## config.mk

```make
export PLATFORM = sky130hd
export DESIGN_NAME = stage_id_flat
export DESIGN_NICKNAME = d
export VERILOG_FILES = /design/src/rtl/stage_id_pkg.sv /design/src/rtl/stage_id_if.sv /design/src/rtl/stage_id_register_file.sv /design/src/rtl/stage_id.sv /design/src/flat_wrapper.sv
export SDC_FILE = /design/constraint.sdc
export NUM_CORES = 1
export LEC_CHECK = 0
export CAP_MARGIN = 10
export CORE_ASPECT_RATIO = 2
export CORE_MARGIN = 5
export CORE_UTILIZATION = 40
export CTS_BUF_LIST = sky130_fd_sc_hd__clkbuf_4 sky130_fd_sc_hd__clkbuf_8
export CTS_CLUSTER_DIAMETER = 200
export DETAILED_ROUTE_END_ITERATION = 10
export DONT_BUFFER_PORTS = 1
export PLACE_DENSITY = 0.52
export SYNTH_ARGS = -nofsm -noshare
export SYNTH_HDL_FRONTEND = slang
export SYNTH_HIERARCHICAL = 1
export SYNTH_SLANG_ARGS = --single-unit
```

## constraint.sdc

```tcl
create_clock -name clk -period 2.5 [get_ports clk]
set_input_delay 0.375 -clock clk [delete_from_list [all_inputs] [get_ports clk]]
set_output_delay 0.375 -clock clk [all_outputs]
set_load 0.01 [all_outputs]
```

## src/rtl/stage_id_pkg.sv

```systemverilog
// stage_id_pkg
//   Shared TSC definitions for the decode stage: word size, register file
//   geometry, opcode and R-type function codes, the control bundle carried
//   to EX and its width (ID_CTRL_W), and immediate-extension helpers.
//   Decode logic uses these names and does not define its own copies.
package stage_id_pkg;

  localparam int WORD_SIZE = 16;
  localparam int NUM_REGS_DEFAULT = 4;
  localparam int REG_IDX_W = 2;
  localparam logic [REG_IDX_W-1:0] LINK_REG_DEFAULT = 2'd2;

  // Major opcodes, instr[15:12]
  localparam logic [3:0] OP_BNE   = 4'd0;
  localparam logic [3:0] OP_BEQ   = 4'd1;
  localparam logic [3:0] OP_BGZ   = 4'd2;
  localparam logic [3:0] OP_BLZ   = 4'd3;
  localparam logic [3:0] OP_ADI   = 4'd4;
  localparam logic [3:0] OP_ORI   = 4'd5;
  localparam logic [3:0] OP_LHI   = 4'd6;
  localparam logic [3:0] OP_LWD   = 4'd7;
  localparam logic [3:0] OP_SWD   = 4'd8;
  localparam logic [3:0] OP_JMP   = 4'd9;
  localparam logic [3:0] OP_JAL   = 4'd10;
  localparam logic [3:0] OP_RTYPE = 4'd15;

  // R-type function codes, instr[5:0]
  localparam logic [5:0] FUNC_ADD = 6'd0;
  localparam logic [5:0] FUNC_SUB = 6'd1;
  localparam logic [5:0] FUNC_AND = 6'd2;
  localparam logic [5:0] FUNC_ORR = 6'd3;
  localparam logic [5:0] FUNC_NOT = 6'd4;
  localparam logic [5:0] FUNC_TCP = 6'd5;
  localparam logic [5:0] FUNC_SHL = 6'd6;
  localparam logic [5:0] FUNC_SHR = 6'd7;
  localparam logic [5:0] FUNC_JPR = 6'd25;
  localparam logic [5:0] FUNC_JRL = 6'd26;
  localparam logic [5:0] FUNC_WWD = 6'd28;
  localparam logic [5:0] FUNC_HLT = 6'd29;

  // Control bundle handed to ID/EX
  typedef struct packed {
    logic reg_write;
    logic mem_read;
    logic mem_write;
    logic branch;
    logic jump;
    logic halt;
  } id_ctrl_t;

  localparam int ID_CTRL_W = $bits(id_ctrl_t);

  function automatic logic [WORD_SIZE-1:0] sext8(input logic [7:0] v);
    return {{(WORD_SIZE-8){v[7]}}, v};
  endfunction

  function automatic logic [WORD_SIZE-1:0] zext8(input logic [7:0] v);
    return {{(WORD_SIZE-8){1'b0}}, v};
  endfunction

endpackage

```

## src/rtl/stage_id_if.sv

```systemverilog
// stage_id_if
//   ID/EX bundle leaving the decode stage.
//   master: driven by stage_id.   slave: consumed by the EX stage.
//   Handshake: id_valid qualifies every other field in the same cycle. There
//   is no ready; backpressure toward fetch is the separate id_stall signal,
//   and when id_valid=0 the EX stage treats the cycle as a bubble.
interface stage_id_if;
  import stage_id_pkg::*;

  logic                 id_valid;
  logic [WORD_SIZE-1:0] id_pc;
  logic [3:0]           id_opcode;
  logic [5:0]           id_func;
  logic [WORD_SIZE-1:0] id_rs_data;
  logic [WORD_SIZE-1:0] id_rt_data;
  logic [WORD_SIZE-1:0] id_imm;
  logic [REG_IDX_W-1:0] id_dest;
  logic                 id_reg_write;
  logic                 id_mem_read;
  logic                 id_mem_write;
  logic                 id_branch;
  logic                 id_jump;
  logic                 id_halt;

  modport master (
    output id_valid, id_pc, id_opcode, id_func, id_rs_data, id_rt_data,
           id_imm, id_dest, id_reg_write, id_mem_read, id_mem_write,
           id_branch, id_jump, id_halt
  );

  modport slave (
    input  id_valid, id_pc, id_opcode, id_func, id_rs_data, id_rt_data,
           id_imm, id_dest, id_reg_write, id_mem_read, id_mem_write,
           id_branch, id_jump, id_halt
  );
endinterface

```

## src/rtl/stage_id_register_file.sv

```systemverilog
// stage_id_register_file
//   NUM_REGS x WIDTH architectural register file: one write port (from WB),
//   two combinational read ports (rs, rt). Cleared by asynchronous reset.
//   Build option ID_WB_BYPASS_EN: a read of the register being written this
//   cycle returns the write data instead of the old contents.
// Ports
//   clk, rst_n           clock, asynchronous active-low reset
//   wr_en/wr_idx/wr_data write port, committed on posedge clk
//   rd0_idx/rd0_data     read port 0
//   rd1_idx/rd1_data     read port 1
module stage_id_register_file #(
  parameter int NUM_REGS = 4,
  parameter int WIDTH    = 16,
  parameter int IDX_W    = $clog2(NUM_REGS)
) (
  input  logic             clk,
  input  logic             rst_n,
  input  logic             wr_en,
  input  logic [IDX_W-1:0] wr_idx,
  input  logic [WIDTH-1:0] wr_data,
  input  logic [IDX_W-1:0] rd0_idx,
  output logic [WIDTH-1:0] rd0_data,
  input  logic [IDX_W-1:0] rd1_idx,
  output logic [WIDTH-1:0] rd1_data
);

  logic [WIDTH-1:0] regs [NUM_REGS];

  always_ff @(posedge clk or negedge rst_n) begin
    if (!rst_n) begin
      for (int i = 0; i < NUM_REGS; i++) begin
        regs[i] <= '0;
      end
    end else if (wr_en) begin
      regs[wr_idx] <= wr_data;
    end
  end

`ifdef ID_WB_BYPASS_EN
  // Forwarding is gated by rst_n so the read ports stay zero during reset
  // even if WB happens to be asserting a write.
  logic bypass_live;
  assign bypass_live = wr_en & rst_n;
  assign rd0_data = (bypass_live && (wr_idx == rd0_idx)) ? wr_data : regs[rd0_idx];
  assign rd1_data = (bypass_live && (wr_idx == rd1_idx)) ? wr_data : regs[rd1_idx];
`else
  assign rd0_data = regs[rd0_idx];
  assign rd1_data = regs[rd1_idx];
`endif

endmodule

```

## src/rtl/stage_id.sv

```systemverilog
// stage_id
//   TSC decode stage: IF/ID pipeline register, instruction decode, register
//   file read, load-use hazard detection and fetch stall.
//   Build option ID_WB_BYPASS_EN: WB write data is forwarded to the read
//   ports; without it, a read of the register WB is writing this cycle
//   stalls one cycle instead.
// Ports
//   clk, reset_n             clock, asynchronous active-low reset
//   if_instruction, if_pc    instruction and its PC from fetch
//   if_wait                  fetch has no valid instruction this cycle
//   flush                    redirect from EX, kills IF/ID
//   ex_mem_read, ex_dest     LWD in EX and its destination (load-use check)
//   wb_write/wb_dest/wb_data register file write port from WB
//   id_stall                 hold PC and fetch; IF/ID also holds
//   id                       ID/EX bundle (stage_id_if.master)
module stage_id
  import stage_id_pkg::*;
#(
  parameter int                   NUM_REGS = NUM_REGS_DEFAULT,
  parameter logic [REG_IDX_W-1:0] LINK_REG = LINK_REG_DEFAULT
) (
  input  logic                 clk,
  input  logic                 reset_n,
  input  logic [WORD_SIZE-1:0] if_instruction,
  input  logic [WORD_SIZE-1:0] if_pc,
  input  logic                 if_wait,
  input  logic                 flush,
  input  logic                 ex_mem_read,
  input  logic [REG_IDX_W-1:0] ex_dest,
  input  logic                 wb_write,
  input  logic [REG_IDX_W-1:0] wb_dest,
  input  logic [WORD_SIZE-1:0] wb_data,
  output logic                 id_stall,
  stage_id_if.master           id
);

  // IF/ID pipeline register
  logic                 ifid_valid;
  logic [WORD_SIZE-1:0] ifid_pc;
  logic [WORD_SIZE-1:0] ifid_instr;

  always_ff @(posedge clk or negedge reset_n) begin
    if (!reset_n) begin
      ifid_valid <= 1'b0;
      ifid_pc    <= '0;
      ifid_instr <= '0;
    end else if (flush) begin
      ifid_valid <= 1'b0;
    end else if (id_stall) begin
      // hold current contents
    end else if (if_wait) begin
      ifid_valid <= 1'b0;
    end else begin
      ifid_valid <= 1'b1;
      ifid_pc    <= if_pc;
      ifid_instr <= if_instruction;
    end
  end

  // Instruction fields
  logic [3:0]           opcode;
  logic [REG_IDX_W-1:0] rs_idx;
  logic [REG_IDX_W-1:0] rt_idx;
  logic [REG_IDX_W-1:0] rd_idx;
  logic [5:0]           func;
  logic [7:0]           imm8;

  assign opcode = ifid_instr[15:12];
  assign rs_idx = ifid_instr[11:10];
  assign rt_idx = ifid_instr[9:8];
  assign rd_idx = ifid_instr[7:6];
  assign func   = ifid_instr[5:0];
  assign imm8   = ifid_instr[7:0];

  // Decode: which sources are really read (drives hazard detection),
  // destination, control bundle and extended immediate.
  logic                 reads_rs;
  logic                 reads_rt;
  logic [REG_IDX_W-1:0] dec_dest;
  id_ctrl_t             dec_ctrl;
  logic [WORD_SIZE-1:0] dec_imm;

  always_comb begin
    reads_rs = 1'b0;
    reads_rt = 1'b0;
    dec_dest = '0;
    dec_ctrl = '0;
    dec_imm  = '0;
    case (opcode)
      OP_BNE, OP_BEQ: begin
        reads_rs        = 1'b1;
        reads_rt        = 1'b1;
        dec_ctrl.branch = 1'b1;
        dec_imm         = sext8(imm8);
      end
      OP_BGZ, OP_BLZ: begin
        reads_rs        = 1'b1;
        dec_ctrl.branch = 1'b1;
        dec_imm         = sext8(imm8);
      end
      OP_ADI: begin
        reads_rs           = 1'b1;
        dec_dest           = rt_idx;
        dec_ctrl.reg_write = 1'b1;
        dec_imm            = sext8(imm8);
      end
      OP_ORI: begin
        reads_rs           = 1'b1;
        dec_dest           = rt_idx;
        dec_ctrl.reg_write = 1'b1;
        dec_imm            = zext8(imm8);
      end
      OP_LHI: begin
        dec_dest           = rt_idx;
        dec_ctrl.reg_write = 1'b1;
        dec_imm            = {imm8, 8'h00};
      end
      OP_LWD: begin
        reads_rs           = 1'b1;
        dec_dest           = rt_idx;
        dec_ctrl.reg_write = 1'b1;
        dec_ctrl.mem_read  = 1'b1;
        dec_imm            = sext8(imm8);
      end
      OP_SWD: begin
        reads_rs           = 1'b1;
        reads_rt           = 1'b1;
        dec_ctrl.mem_write = 1'b1;
        dec_imm            = sext8(imm8);
      end
      OP_JMP: begin
        dec_ctrl.jump = 1'b1;
        dec_imm       = {ifid_pc[15:12], ifid_instr[11:0]};
      end
      OP_JAL: begin
        dec_dest           = LINK_REG;
        dec_ctrl.reg_write = 1'b1;
        dec_ctrl.jump      = 1'b1;
        dec_imm            = {ifid_pc[15:12], ifid_instr[11:0]};
      end
      OP_RTYPE: begin
        case (func)
          FUNC_ADD, FUNC_SUB, FUNC_AND, FUNC_ORR,
          FUNC_NOT, FUNC_TCP, FUNC_SHL, FUNC_SHR: begin
            reads_rs           = 1'b1;
            reads_rt           = 1'b1;
            dec_dest           = rd_idx;
            dec_ctrl.reg_write = 1'b1;
          end
          FUNC_JPR: begin
            reads_rs      = 1'b1;
            dec_ctrl.jump = 1'b1;
          end
          FUNC_JRL: begin
            reads_rs           = 1'b1;
            dec_dest           = LINK_REG;
            dec_ctrl.reg_write = 1'b1;
            dec_ctrl.jump      = 1'b1;
          end
          FUNC_WWD: begin
            reads_rs = 1'b1;
          end
          FUNC_HLT: begin
            dec_ctrl.halt = 1'b1;
          end
          default: begin
            // unknown function: decodes as a NOP
          end
        endcase
      end
      default: begin
        // unknown opcode: decodes as a NOP
      end
    endcase
  end

  // Hazards: only sources the instruction actually reads can stall it.
  logic ex_hit;
  logic load_use;
  logic wb_hazard;

  assign ex_hit   = (reads_rs && (rs_idx == ex_dest)) ||
                    (reads_rt && (rt_idx == ex_dest));
  assign load_use = ifid_valid & ex_mem_read & ex_hit;

`ifdef ID_WB_BYPASS_EN
  assign wb_hazard = 1'b0;
`else
  // Without forwarding, wait one cycle for WB to commit the register.
  logic wb_hit;
  assign wb_hit    = (reads_rs && (rs_idx == wb_dest)) ||
                     (reads_rt && (rt_idx == wb_dest));
  assign wb_hazard = ifid_valid & wb_write & wb_hit;
`endif

  assign id_stall = load_use | wb_hazard;

  // Register file
  logic [WORD_SIZE-1:0] rs_data;
  logic [WORD_SIZE-1:0] rt_data;

  stage_id_register_file #(
    .NUM_REGS (NUM_REGS),
    .WIDTH    (WORD_SIZE),
    .IDX_W    (REG_IDX_W)
  ) u_register_file (
    .clk      (clk),
    .rst_n    (reset_n),
    .wr_en    (wb_write),
    .wr_idx   (wb_dest),
    .wr_data  (wb_data),
    .rd0_idx  (rs_idx),
    .rd0_data (rs_data),
    .rd1_idx  (rt_idx),
    .rd1_data (rt_data)
  );

  // ID/EX outputs; control and destination collapse to zero on a bubble.
  logic                 valid_out;
  logic [ID_CTRL_W-1:0] ctrl_bits;
  id_ctrl_t             ctrl_out;

  assign valid_out = ifid_valid & ~id_stall & ~flush;
  assign ctrl_bits = valid_out ? dec_ctrl : '0;
  assign ctrl_out  = ctrl_bits;

  assign id.id_valid     = valid_out;
  assign id.id_pc        = ifid_pc;
  assign id.id_opcode    = opcode;
  assign id.id_func      = func;
  assign id.id_rs_data   = rs_data;
  assign id.id_rt_data   = rt_data;
  assign id.id_imm       = dec_imm;
  assign id.id_dest      = valid_out ? dec_dest : '0;
  assign id.id_reg_write = ctrl_out.reg_write;
  assign id.id_mem_read  = ctrl_out.mem_read;
  assign id.id_mem_write = ctrl_out.mem_write;
  assign id.id_branch    = ctrl_out.branch;
  assign id.id_jump      = ctrl_out.jump;
  assign id.id_halt      = ctrl_out.halt;

endmodule

```

## src/flat_wrapper.sv

```systemverilog
// flat-port wrapper written by rule: the top's interface ports become plain ports
module stage_id_flat import stage_id_pkg::*;
#(
  parameter int                   NUM_REGS = NUM_REGS_DEFAULT,
  parameter logic [REG_IDX_W-1:0] LINK_REG = LINK_REG_DEFAULT
)
  (clk, reset_n, if_instruction, if_pc, if_wait, flush, ex_mem_read, ex_dest, wb_write, wb_dest, wb_data, id_stall, id_id_valid, id_id_pc, id_id_opcode, id_id_func, id_id_rs_data, id_id_rt_data, id_id_imm, id_id_dest, id_id_reg_write, id_id_mem_read, id_id_mem_write, id_id_branch, id_id_jump, id_id_halt);
  stage_id_if id_i ();
  input  logic clk;
  input  logic reset_n;
  input  logic [WORD_SIZE-1:0] if_instruction;
  input  logic [WORD_SIZE-1:0] if_pc;
  input  logic if_wait;
  input  logic flush;
  input  logic ex_mem_read;
  input  logic [REG_IDX_W-1:0] ex_dest;
  input  logic wb_write;
  input  logic [REG_IDX_W-1:0] wb_dest;
  input  logic [WORD_SIZE-1:0] wb_data;
  output logic id_stall;
  output wire logic [$bits(id_i.id_valid)-1:0] id_id_valid;
  output wire logic [$bits(id_i.id_pc)-1:0] id_id_pc;
  output wire logic [$bits(id_i.id_opcode)-1:0] id_id_opcode;
  output wire logic [$bits(id_i.id_func)-1:0] id_id_func;
  output wire logic [$bits(id_i.id_rs_data)-1:0] id_id_rs_data;
  output wire logic [$bits(id_i.id_rt_data)-1:0] id_id_rt_data;
  output wire logic [$bits(id_i.id_imm)-1:0] id_id_imm;
  output wire logic [$bits(id_i.id_dest)-1:0] id_id_dest;
  output wire logic [$bits(id_i.id_reg_write)-1:0] id_id_reg_write;
  output wire logic [$bits(id_i.id_mem_read)-1:0] id_id_mem_read;
  output wire logic [$bits(id_i.id_mem_write)-1:0] id_id_mem_write;
  output wire logic [$bits(id_i.id_branch)-1:0] id_id_branch;
  output wire logic [$bits(id_i.id_jump)-1:0] id_id_jump;
  output wire logic [$bits(id_i.id_halt)-1:0] id_id_halt;
  assign id_id_valid = id_i.id_valid;
  assign id_id_pc = id_i.id_pc;
  assign id_id_opcode = id_i.id_opcode;
  assign id_id_func = id_i.id_func;
  assign id_id_rs_data = id_i.id_rs_data;
  assign id_id_rt_data = id_i.id_rt_data;
  assign id_id_imm = id_i.id_imm;
  assign id_id_dest = id_i.id_dest;
  assign id_id_reg_write = id_i.id_reg_write;
  assign id_id_mem_read = id_i.id_mem_read;
  assign id_id_mem_write = id_i.id_mem_write;
  assign id_id_branch = id_i.id_branch;
  assign id_id_jump = id_i.id_jump;
  assign id_id_halt = id_i.id_halt;
  stage_id #(.NUM_REGS(NUM_REGS), .LINK_REG(LINK_REG)) u_core (.clk(clk), .reset_n(reset_n), .if_instruction(if_instruction), .if_pc(if_pc), .if_wait(if_wait), .flush(flush), .ex_mem_read(ex_mem_read), .ex_dest(ex_dest), .wb_write(wb_write), .wb_dest(wb_dest), .wb_data(wb_data), .id_stall(id_stall), .id(id_i));
endmodule
```

==> flow_metrics.env <==
export IMPL_synth_cells=344
export IMPL_crit_type="flop to output port"
export IMPL_ys_seq_elements=97
export IMPL_avgViaCountPerCell=5.980
export IMPL_die_area_um2=15160
export IMPL_synth_cell_types=41
export IMPL_drcViolationCount=0
export IMPL_finalSetupViolCount=8
export IMPL_grt_pass1_vias=3514
export IMPL_synthTopCellsByArea="dfrtp_1 (48%), mux2_2 (15%), mux4_2 (14%)"
export IMPL_status="complete, but fails checks"
export IMPL_clk_pin_slew_ns=0.09
export IMPL_hold_violations=97
export IMPL_p_per_area_nw_per_um2=850.2
export IMPL_antenna_left=0
export IMPL_cap_violations=0
export IMPL_r2r_start="u_core/ifid_instr[0]"
export IMPL_relSlewSlack=0.6025
export IMPL_clock_path_buffers=2
export IMPL_drt_wl_total_mm=12.74
export IMPL_clock_root_buffer="clkbuf_8"
export IMPL_globalRouteMet1Util=0.1843
export IMPL_rsz0062_at_grt="yes"
export IMPL_yosysMostFrequentCell="dfrtp_1"
export IMPL_yosysTopAreaCell="dfrtp_1"
export IMPL_leakage_nw=2.203
export IMPL_violations="negative hold slack, negative setup slack"
export IMPL_reg2reg_slack_ns=0.15
export IMPL_r2r_end="u_core/id.id_pc[2]"
export IMPL_cts_max_level=3
export IMPL_syn_area_um2=5067
export IMPL_yosysWarnings=6
export IMPL_drtIter0Drc=109
export IMPL_num_vias=3056
export IMPL_use_met3=0.05491
export IMPL_worstSkewPairLatency_ns=0.35
export IMPL_synth_edf_count=0
export IMPL_place_gp_congestion=0.8271
export IMPL_syn_nets=402
export IMPL_die_w_um=89.59
export IMPL_hold_path_class="primary input to asynchronous set/reset pin"
export IMPL_critPathMaxFanout=3
export IMPL_dp_hpwl_mm=8.958
export IMPL_synth_seq_area_share=0.4790
export IMPL_end_kind="output port"
export IMPL_busiest_layer="met2"
export IMPL_firstDrtPassIters=4
export IMPL_antenna_found_initial=1
export IMPL_cts_sinks=97
export IMPL_slew_violations=0
export IMPL_yosys_area_top_type_share=0.4790
export IMPL_grt_usage=0.1791
export IMPL_start_kind="flop"
export IMPL_portBuffers=0
export IMPL_r2r_cells=8
export IMPL_pre_cts_ws_ns=0.1794
export IMPL_fin_nets=413
export IMPL_tritoncts="yes"
export IMPL_drive_above_1_share=0.4611
export IMPL_ir_worst_vdd_v=0.0003591
export IMPL_crit_arrival_ns=2.27
export IMPL_numCtsBuffers=9
export IMPL_finalCriticalPeriod_ns=2.646
export IMPL_io_pins=142
export IMPL_synth_area_per_cell_um2=14.73
export IMPL_setup_ws_ns=-0.1457
export IMPL_wl_per_cell_um=24.94
export IMPL_row_count=58
export IMPL_area_growth_pct=9.654
export IMPL_grtUsageMet2=0.3217
export IMPL_grt_max_degree=98
export IMPL_die_h_um=169.2
export IMPL_required_ns=2.12
export IMPL_whs_ns=-0.2952
export IMPL_grt_first_pass_wirelength_mm=20.11
export IMPL_coreArea_um2=12480
export IMPL_start_util=0.4060
export IMPL_ys_flop_type="dfrtp_1"
export IMPL_fmax_mhz=378.0
export IMPL_period_share=1.058
export IMPL_tightest_slew_ns=0.5931
export IMPL_overflow=0
export IMPL_async_flop_share=1.000
export IMPL_skew_ns=0.003091
export IMPL_synthTopCellsByCount="dfrtp_1 (97), mux2_2 (66), mux4_2 (32), mux2_1 (30), buf_4 (13)"
export IMPL_setup_tns_ns=-0.8173
[area by class of cell]
class | count | area, um2
repair buffers | 29 | 234.0
flip-flops and latches | 97 | 2430
well taps | 150 | 187.7
clock inverters | 6 | 65.06
clock buffers | 10 | 131.4
fillers | 1156 | 6925
diodes | 1 | 2.502
multi-input cells | 216 | 2499
inverters | 2 | 7.507
[worst max-delay path: stages, from the launching register on]
cell,delay (ns)
dfrtp_1,0.42
xnor2_2,0.22
o221ai_2,0.11
a32o_2,0.28
a2111o_1,0.45
nor4_2,0.28
buf_4,0.16
[flip-flops by register name (all words and copies together), names as in the netlist]
register,cells
u_core/id.id_pc,16
u_core/u_register_file/regs,64
u_core/ifid_valid,1
u_core/ifid_instr,16
[worst max-delay path by stage]
stage / start / depth (start not counted) / endpoint / slack [ns]
after floorplan: u_core/ifid_instr[1] / 6 / id_id_mem_write / 0.13
after CTS: u_core/ifid_instr[0] / 6 / id_id_mem_write / -0.16
after detailed placement: u_core/ifid_instr[1] / 6 / id_id_mem_write / 0.18
after global routing: u_core/ifid_instr[0] / 6 / id_id_mem_write / -0.25
after global placement: u_core/ifid_instr[1] / 6 / id_id_mem_write / 0.22
final: u_core/ifid_instr[0] / 6 / id_id_mem_write / -0.15
[repair_timing]
item                       4_1_cts  5_1_grt
cloned                           1        0
setup endpoints to repair        9       17
hold endpoints to repair        97       97
pin swaps                        7        2
resized for setup               14        5
buffers inserted                 4        1
[metal layers]
| metal | up-vias | routed length, um |
|---|---|---|
| met3 | 26 | 885 |
| met5 | - | 0 |
| met4 | 0 | 390 |
| li1 | 1321 | - |
| met2 | 124 | 7286 |
| met1 | 1585 | 4180 |
[kinds of logic (layout without fill, tap and decap cells)]
logic type      Yosys count  count (layout)  synth area share
compound gates           32              33           0.05334
flops                    97              97            0.4790
buf+inv                  32              47           0.04296
other cells               0               1                 0
simple gates             46              46           0.05358
xor+xnor                  9               9           0.01556
mux                     128             128            0.3556
[through the flow]
step	area (um2)	cells	total power, W	util
global placement	5238	488	0.003664	0.4196
detailed placement	5238	488	0.003696	0.4196
CTS	5528	509	0.004805	0.4429
global route	5557	511	0.005028	0.4452
floorplan	5067	344	0.003344	-
finish	5557	511	0.004724	0.4452
[layout by cell type, fill, tap and decap left out, types with 2 or more instances in the layout]
master	instances
dfrtp_1	95
mux2_2	66
mux4_2	32
mux2_1	30
buf_4	27
clkbuf_8	9
a221o_1	8
and2_1	8
xnor2_1	8
nor2_1	7
nand2b_1	5
a21oi_1	4
nand2_1	4
nand3_1	4
a22oi_1	3
nor2_2	3
inv_6	2
clkinv_2	2
a2111o_1	2
nor2b_1	2
or2_2	2
nor3_1	2
nor3_2	2
a21oi_4	2
dfrtp_2	2
nand3b_2	2
[report_power, final]
| group | switching [W] | total (W) | internal (W) |
|---|---|---|---|
| Clock | 0.000552 | 0.00103 | 0.000478 |
| Combinational | 0.000765 | 0.00155 | 0.000784 |
| Sequential | 0.000272 | 0.00214 | 0.00187 |
| Total | 0.00159 | 0.00472 | 0.00313 |
Power figures use the tool's default switching activity.
